$ cat src/rtl/ram_dp_param.sv
`default_nettype none
// ============================================================================
// Module   : ram_dp_param
// Purpose  : Parametrised true dual-port synchronous RAM on a single clock.
//            This RAM is the shared scratch memory between two requesters.
//            After reset, a clear sweep writes INIT_VAL to every word.
//            Each port can be configured for read-first or write-first
//            behaviour.
//            An optional output register stage can be enabled.
//            Same-address write-write collisions resolve deterministically
//            and raise a flag.
// Ports    : clk, rst_n           - clock, asynchronous active-low reset
//            en_a/we_a/addr_a/din_a/dout_a - port A enable, write, address,
//                                            write data, read data
//            en_b/we_b/addr_b/din_b/dout_b - port B, same as port A
//            init_done           - high once the clear sweep has finished
//            collision           - one-cycle pulse after a same-address
//                                  write-write
// Revision : 1.0 - initial parametrised release
// ============================================================================
module ram_dp_param #(
    parameter int              DATA_W    = 5,
    parameter int              ADDR_W    = 4,
    parameter int              RD_MODE_A = 0,
    parameter int              RD_MODE_B = 0,
    parameter int              OUT_REG   = 0,
    parameter int              WR_PRIO   = 0,
    parameter logic [DATA_W-1:0] INIT_VAL = '0
) (
    input  logic              clk,
    input  logic              rst_n,
    input  logic              en_a,
    input  logic              we_a,
    input  logic [ADDR_W-1:0] addr_a,
    input  logic [DATA_W-1:0] din_a,
    output logic [DATA_W-1:0] dout_a,
    input  logic              en_b,
    input  logic              we_b,
    input  logic [ADDR_W-1:0] addr_b,
    input  logic [DATA_W-1:0] din_b,
    output logic [DATA_W-1:0] dout_b,
    output logic              init_done,
    output logic              collision
);

    localparam int c_DEPTH = 2 ** ADDR_W;

    typedef enum logic [0:0] {
        ST_INIT  = 1'b0,
        ST_READY = 1'b1
    } state_t;

    state_t            r_state;
    state_t            w_state_nxt;
    logic [ADDR_W-1:0] r_cnt;
    logic              r_init_done;
    logic              r_coll;
    logic [DATA_W-1:0] r_mem [c_DEPTH];
    logic [DATA_W-1:0] r_rd_a;
    logic [DATA_W-1:0] r_rd_b;

    logic w_ready;
    logic w_rd_en_a;
    logic w_rd_en_b;
    logic w_wr_a;
    logic w_wr_b;
    logic w_coll;
    logic w_store_a;
    logic w_store_b;

    // Port inputs are ignored until the sweep has finished.
    assign w_ready   = (r_state == ST_READY);
    assign w_rd_en_a = w_ready & en_a;
    assign w_rd_en_b = w_ready & en_b;
    assign w_wr_a    = w_rd_en_a & we_a;
    assign w_wr_b    = w_rd_en_b & we_b;
    assign w_coll    = w_wr_a & w_wr_b & (addr_a == addr_b);
    // On a collision only the priority port stores.
    assign w_store_a = w_wr_a & ~(w_coll & (WR_PRIO != 0));
    assign w_store_b = w_wr_b & ~(w_coll & (WR_PRIO == 0));

    always_comb begin
        w_state_nxt = r_state;
        case (r_state)
            ST_INIT:  if (&r_cnt) w_state_nxt = ST_READY;
            ST_READY: w_state_nxt = ST_READY;
            default:  w_state_nxt = ST_INIT;
        endcase
    end

    always_ff @(posedge clk or negedge rst_n) begin
        if (!rst_n) begin
            r_state     <= ST_INIT;
            r_cnt       <= '0;
            r_init_done <= 1'b0;
            r_coll      <= 1'b0;
        end else begin
            r_state     <= w_state_nxt;
            r_init_done <= (w_state_nxt == ST_READY);
            r_coll      <= w_coll;
            if (r_state == ST_INIT) r_cnt <= r_cnt + 1'b1;
        end
    end

    // The array has no reset. While reset is held, word 0 is rewritten with INIT_VAL.
    // This is harmless because the sweep restarts from word 0.
    always_ff @(posedge clk) begin
        if (!w_ready) begin
            r_mem[r_cnt] <= INIT_VAL;
        end else begin
            if (w_store_a) r_mem[addr_a] <= din_a;
            if (w_store_b) r_mem[addr_b] <= din_b;
        end
    end

    // The non-blocking array read returns the pre-edge word.
    // This gives read-first behaviour, and the cross-port reader sees old data.
    always_ff @(posedge clk or negedge rst_n) begin
        if (!rst_n) begin
            r_rd_a <= '0;
            r_rd_b <= '0;
        end else begin
            if (w_rd_en_a) r_rd_a <= (we_a && (RD_MODE_A != 0)) ? din_a : r_mem[addr_a];
            if (w_rd_en_b) r_rd_b <= (we_b && (RD_MODE_B != 0)) ? din_b : r_mem[addr_b];
        end
    end

    generate
        if (OUT_REG != 0) begin : g_out_reg
            logic              r_vld_a;
            logic              r_vld_b;
            logic [DATA_W-1:0] r_q_a;
            logic [DATA_W-1:0] r_q_b;
            // The second stage loads only behind a real access.
            // Output therefore holds when the port is idle.
            always_ff @(posedge clk or negedge rst_n) begin
                if (!rst_n) begin
                    r_vld_a <= 1'b0;
                    r_vld_b <= 1'b0;
                    r_q_a   <= '0;
                    r_q_b   <= '0;
                end else begin
                    r_vld_a <= w_rd_en_a;
                    r_vld_b <= w_rd_en_b;
                    if (r_vld_a) r_q_a <= r_rd_a;
                    if (r_vld_b) r_q_b <= r_rd_b;
                end
            end
            assign dout_a = r_q_a;
            assign dout_b = r_q_b;
        end else begin : g_out_direct
            assign dout_a = r_rd_a;
            assign dout_b = r_rd_b;
        end
    endgenerate

    assign init_done = r_init_done;
    assign collision = r_coll;

endmodule
`default_nettype wire
$ cat config.mk
export PLATFORM = sky130hd
export DESIGN_NAME = ram_dp_param
export DESIGN_NICKNAME = d
export VERILOG_FILES = /design/src/rtl/ram_dp_param.sv
export SDC_FILE = /design/constraint.sdc
export NUM_CORES = 1
export LEC_CHECK = 0
export BUFFER_PORTS_ARGS = -buffer_cell sky130_fd_sc_hd__buf_2
export CORE_MARGIN = 2
export CORE_UTILIZATION = 40
export CTS_CLUSTER_SIZE = 28
export DETAILED_ROUTE_END_ITERATION = 16
export PLACE_DENSITY_LB_ADDON = 0.12
export SLEW_MARGIN = 20
export SYNTH_ARGS = -nofsm -noshare
export SYNTH_HDL_FRONTEND = slang
export SYNTH_SLANG_ARGS = --single-unit
$ cat constraint.sdc
create_clock -name clk -period 2.75 [get_ports clk]
set_input_delay 0.1375 -clock clk [delete_from_list [all_inputs] [get_ports clk]]
set_output_delay 0.1375 -clock clk [all_outputs]
set_load 0.1 [all_outputs]
==> key figures, run 1 <==
Critical path
  – Worst R2R Start: init_done
  – CP startpoint: init_done
  – Crit-path max FO: 17
  – FF-to-FF path depth: 5
  – Crit start category: flop
  – Setup crit end: r_mem[7][0]
  – CP Capture Type: flop
  – Kind of critical path: flop to flop
  – Worst reg2reg setup slack: 340 ps
  – Worst EP required: roughly 2700 ps
  – Worst endpoint data arrival time: between 2000 and 2500 ps
  – R2r endpoint: r_mem[7][0]

Drt
  – Detailed Route WL: roughly 19000 um
  – Routed len/inst: around 27 um
  – Pre-antenna DRT Iters: 4
  – Residual DRC: 0
  – Iteration-0 DRC Markers: 460
  – Vias per cell: 6.15
  – Post-route ant nets: 0
  – Via Count: between 4000 and 5000

Clock network
  – Clk_lat worst skew: 360 ps
  – Clk sinks: 96
  – Clock slew at reported path FFs: roughly 70 ps
  – CTS tree: built
  – H-tree depth: 3
  – CTS max path bufs: 2
  – Setup bufs post-CTS: 0
  – Root Buffer: clkbuf_16
  – Num CTS Buffers: 9

Logic synthesis
  – Synth cell types: 48
  – Post-Syn Nets: around 490
  – Mean Syn Cell Area: 12.9 um2
  – YS warnings: 0
  – Seq cells post-synth: between 90 and 100
  – Mapped Area: between 5000 and 6000 um2
  – Post-synth EDFFs: 80
  – Fraction of registers with async set/reset: 0.167
  – Register area share after synthesis: 0.474
  – Ys flop type: edfxtp_1
  – Syn Inst Count: 460

Floorplanning
  – Core Area: roughly 14000 um2
  – Die Wd: around 130 um
  – Die area: between 15000 and 20000 um2
  – Initial core utilization: 0.408
  – I/O Pins: 36
  – # rows: 44
  – Die height: roughly 130 um

Timing
  – Fin. max-slew vios: 0
  – F_max: between 0.4 and 0.5 GHz
  – Tcrit/Tclk final: 0.875
  – Sum Neg Setup Slack: 0 ps
  – Fin Hold WS: 211 ps
  – Slew HR: 0.503
  – Worst Tran Pin Value: approximately 740 ps
  – RSZ-0062 raised after global routing: no
  – Clock skew: 5.64 ps
  – Post-layout minimum cycle time: ~2400 ps
  – Hold Vio Cnt, Final: 0
  – # setup viols final: 0

Power and ir drop
  – PwrDens: between 500 and 600 nW/um2
  – Max VDD drop: roughly 300 uV
  – Pleak: approximately 2.7 nW

Status
  – Outcome: finished clean

Global routing
  – GRT met3 Usage: 0.0329
  – First-pass GRT wire length: 28100 um
  – Grt total ovfl: 0
  – M1 GR Usage: 0.348
  – Initial antenna violation count: 1
  – Vias in the first global route: 4258
  – Largest net degree at the start of global routing: 21
  – Met2 Resource Use GR: 0.397
  – Gr usage total: 0.248
  – Gr busiest metal: met2

Placed design
  – PortBufs: 35
  – Placer congestion estimate: ~0.92
  – DP Wirelength: approximately 14000 um

Final layout
  – Fraction of layout cells with a size suffix above 1: 0.398
  – Final cell utilization of the core: 0.468
  – Fin nets: around 530
  – Layout area overhead: 14.6%
  – Ant. Diodes: 0

Hold path
  – Worst min path class: primary input to asynchronous set/reset pin

Flow run
  – Max cap viols: 0
==> cell type report <==
class                           instances  area [um2]
Timing Repair Buffer                   75         478
Clock inverter                          6        83.8
Multi-Input combinational cell        324        2950
Fill cell                            1296        7700
Tap cell                              184         230
Inverter                                1        3.75
Sequential cell                        96        2800
Clock buffer                           10         229
==> where the power goes <==
part	switching, mW	internal (mW)	total [mW]
clock network	0.550	0.792	1.34
logic	0.372	0.161	0.533
registers	0.0103	1.60	1.61
==> per-layer routing <==
layer  part of all wire  vias to the layer above
met3              0.051                       21
li1                   -                     1899
met1               0.45                     2199
met2               0.48                      163
met5                  0                        -
met4              0.022                        0
==> cells by family (layout without fill, tap and decap cells) <==
family                     Yosys count  in the layout  share of synthesized area
AOI/OAI and AO/OA                   74             74                     0.0979
xor gates and xnor gates             7              7                     0.0104
adders and majority gates            1              1                    0.00212
buffers and inverters               40             92                     0.0275
DFF                                 96             96                      0.474
muxes                              149            149                      0.306
and+or+nand+nor                     93             93                     0.0819
==> critical path, stage by stage (launching register included) <==
cell and delay (ps):
dfrtp_2 520, nand3_1 270, o32ai_1 410, buf_4 210
nand2_1 50, o21ai_0 590
==> worst min-delay path by stage <==
stage | start | end | slack (ps) | depth (start not counted)
2_1_floorplan | rst_n | collision | -160 | 0
3_3_place_gp | rst_n | dout_a[1] | 70 | 1
3_5_place_dp | rst_n | dout_a[3] | 70 | 1
4_1_cts | rst_n | dout_a[3] | 220 | 2
5_1_grt | rst_n | dout_a[3] | 240 | 2
6_report | rst_n | dout_a[3] | 210 | 2
==> cells in the final DEF, fill, tap and decap left out, types with 4 or more instances in the layout <==
cell,instances
mux2_2,86
edfxtp_1,80
mux2i_1,46
buf_4,39
buf_2,35
nand2_1,27
mux4_2,17
dfrtp_1,15
o21ai_0,14
nor2_1,12
nand3_1,10
clkbuf_16,9
o21bai_1,8
nor2b_1,7
nor3_1,6
nand2b_1,6
a2111oi_2,6
and2_0,5
nand4_1,5
a21oi_1,5
a22oi_1,5
a211oi_1,5
xor2_1,4
or3_1,4
o31ai_1,4
a221oi_1,4
==> sequential cells by signal, summed over array words and instances, names as in the netlist <==
name,flops
r_mem,80
dout_a,5
dout_b,5
r_cnt,4
collision,1
init_done,1
==> through the flow <==
stage                     total power, mW  setup WS (ps)  cell area [um2]  instances
after floorplan                      2.00            115             5920        460
after global placement               2.16            431             6450        679
after detailed placement             2.16            370             6450        679
after CTS                            3.49            369             6780        696
after global routing                 3.57            212             6780        696
final                                3.48            343             6780        696
==> Yosys cell counts, types with 3 or more instances <==
library cell  count  area (um2)
or3_1             4        25.0
nand3_1          10        50.1
a211oi_1          5        37.5
and3_1            3        18.8
mux2i_1          46         460
xnor2_1           3        26.3
nor3_1            6        30.0
a2111oi_2         6        90.1
a22oi_1           5        37.5
buf_1             6        22.5
xor2_1            4        35.0
o21ai_1           3        15.0
nand4_1           5        31.3
o21bai_1          8        60.1
clkbuf_1         25        93.8
a221oi_1          4        35.0
buf_2             7        35.0
nor2_1           12        45.0
nand2b_1          6        37.5
mux2_2           86         968
a21oi_1           5        25.0
nand2_1          27         101
o221ai_1          3        26.3
and2_0            5        31.3
edfxtp_1         80        2400
o32a_1            3        30.0
nor2b_1           7        43.8
mux4_2           17         383
o21ai_0          14        70.1
dfrtp_1          16         400
a21o_1            3        22.5
o31ai_1           4        30.0
==> repair_timing <==
item / 4_1_cts / 5_1_grt
endpoints found under the hold margin: 16 / 0
gates resized for setup: 0 / 0
hold buffers: 1 / 0
(Power assumes the default switching activity.)
==> run 2: changes to the inputs <==
Settings changed: GPL_TIMING_DRIVEN from default to 0.
==> key figures, run 2 (synthesis results as in run 1) <==
Timing
  – Slew HR: 0.391
  – # setup viols final: 15
  – Hold Vio Cnt, Final: 0
  – F_max: 0.358 GHz
  – Tcrit/Tclk final: 1.02
  – Post-layout minimum cycle time: approximately 2800 ps
  – Setup WS post-layout: -45.7 ps
  – Fin. max-slew vios: 0
  – Worst Tran Pin Value: roughly 910 ps
  – Clock skew: just under 9 ps
  – Sum Neg Setup Slack: -360 ps
  – RSZ-0062 raised after global routing: no

Power and ir drop
  – PwrDens: 519 nW/um2
  – Net Sw Frac: 0.285
  – Combinational power share: 0.151
  – Pleak: 2.57 nW
  – Sequential share of power: 0.467
  – Clock share of power: 0.381
  – Pint: around 2.5 mW
  – Max VDD drop: 309 uV
  – Switching Power: about 0.98 mW

Global routing
  – Largest net degree at the start of global routing: 18
  – Initial antenna violation count: 1
  – Grt total ovfl: 0
  – First-pass GRT wire length: approximately 30000 um
  – Vias in the first global route: around 4300
  – Gr usage total: 0.264

Floorplanning
  – Initial core utilization: 0.408
  – Core Area: about 14000 um2
  – I/O Pins: 36
  – Die Wd: between 100 and 150 um
  – Die height: 126 um
  – # rows: 44
  – Die area: approximately 16000 um2

Status
  – Violated checks: setup timing
  – Outcome: finished, violations left

Placed design
  – PortBufs: 30
  – DP Wirelength: between 15000 and 20000 um
  – Cell Area, Placed: 6300 um2
  – Placer congestion estimate: 0.965

Clock network
  – Num CTS Buffers: 9
  – Clock slew at reported path FFs: roughly 70 ps
  – Root Buffer: clkbuf_16
  – Clk sinks: 96
  – CTS max path bufs: 2
  – Clk_lat worst skew: between 300 and 400 ps
  – CTS tree: built
  – Setup bufs post-CTS: 0
  – H-tree depth: 3

Hold path
  – Worst min path class: primary input to flop

Critical path
  – Max stage delay cell, worst path: a31oi_1
  – Kind of critical path: flop to flop
  – Crit start category: flop
  – Slowest cell delay on critical path: 620 ps
  – Crit-path max FO: 10
  – Worst EP required: between 2000 and 3000 ps
  – CP Capture Type: flop
  – Crit path cell chain: and3_2 > clkbuf_1 > nor3b_1 > a31oi_1 > o21bai_1
  – Worst endpoint data arrival time: around 2800 ps

Drt
  – Iteration-0 DRC Markers: roughly 450
  – Detailed Route WL: about 20000 um
  – Post-route ant nets: 0
  – Pre-antenna DRT Iters: 5
  – Residual DRC: 0
  – Routed len/inst: between 20 and 30 um
  – Vias per cell: 6.33
  – Via Count: 4366

Final layout
  – Max reg flops: 80
  – Most common cell after layout, fill and taps aside: mux2_2
  – Most flops, register: r_mem
  – Fin nets: 526
  – Most frequent cells in the layout: mux2_2, edfxtp_1, mux2i_1
  – Filler cell count in the final layout: about 1300
  – Post-route cell area: 6620 um2
  – Fraction of layout cells with a size suffix above 1: 0.346
  – Layout area overhead: 11.9%
  – Ant. Diodes: 0

Flow run
  – Max cap viols: 0
==> run 2: power by group through the flow <==
stage / clock network, mW / registers [mW] / logic [mW]
2_1_floorplan: 0 / 1.76 / 0.244
5_1_grt: 1.38 / 1.61 / 0.549
6_report: 1.31 / 1.61 / 0.520
3_5_place_dp: 0 / 1.64 / 0.511
4_1_cts: 1.32 / 1.61 / 0.514
3_3_place_gp: 0 / 1.64 / 0.507
==> run 2: layout make-up <==
type / count / area, um2 / area share
Sequential cell: 96 / 2800 / 0.424
Buffer: 38 / 158 / 0.0238
Inverter: 1 / 3.75 / 0.000567
Multi-Input combinational cell: 324 / 2960 / 0.447
Clock buffer: 9 / 225 / 0.0340
Clock inverter: 7 / 80.1 / 0.0121
Timing Repair Buffer: 31 / 160 / 0.0242
Tap cell: 184 / 230 / 0.0348
==> run 2: final timing paths <==
path / end / cells after the start / slack, ps / startpoint
min in group asynchronous: dout_b[2] / 2 / 200 / rst_n
hold / removal: r_mem[4][2] / 2 / 170 / din_b[2]
setup reg to reg: r_mem[10][3] / 5 / -50 / init_done
setup / recovery: r_mem[10][3] / 5 / -50 / init_done
hold reg to reg: dout_b[3] / 1 / 500 / dout_b[3]
max in group asynchronous: init_done / 2 / 2260 / rst_n
==> run 2: critical path, delay by kind of cell (launching register included) <==
family                 cells  cell delay (ps)
buffers and inverters      1              460
and+or+nand+nor            2              510
DFF                        1              440
AOI/OAI and AO/OA          2             1020
==> run 2: through the flow <==
step                instances  hold slack, ps  setup slack (ps)  total power, mW  utilization
finish                    690             167             -45.7             3.44        0.457
global route              690             193              1.26             3.53        0.457
CTS                       690             163              11.8             3.44        0.457
detailed placement        674            64.8              -504             2.15        0.435
global placement          674            58.4              -435             2.14        0.435
floorplan                 460            -158               115             2.00            -
==> run 2: per-layer routing <==
layer	track usage	wire length, um	share of wire	vias to the layer above
li1	-	-	-	1894
met1	0.367	9010	0.44	2271
met2	0.427	9680	0.48	172
met3	0.0454	1170	0.058	29
met4	0.0771	430	0.021	0
met5	0	0	0	-
==> run 2: timing repair <==
action	4_1_cts	5_1_grt
hold buffers	1	0
hold endpoints to repair	16	0
resized for setup	9	2
setup endpoints to repair	75	10
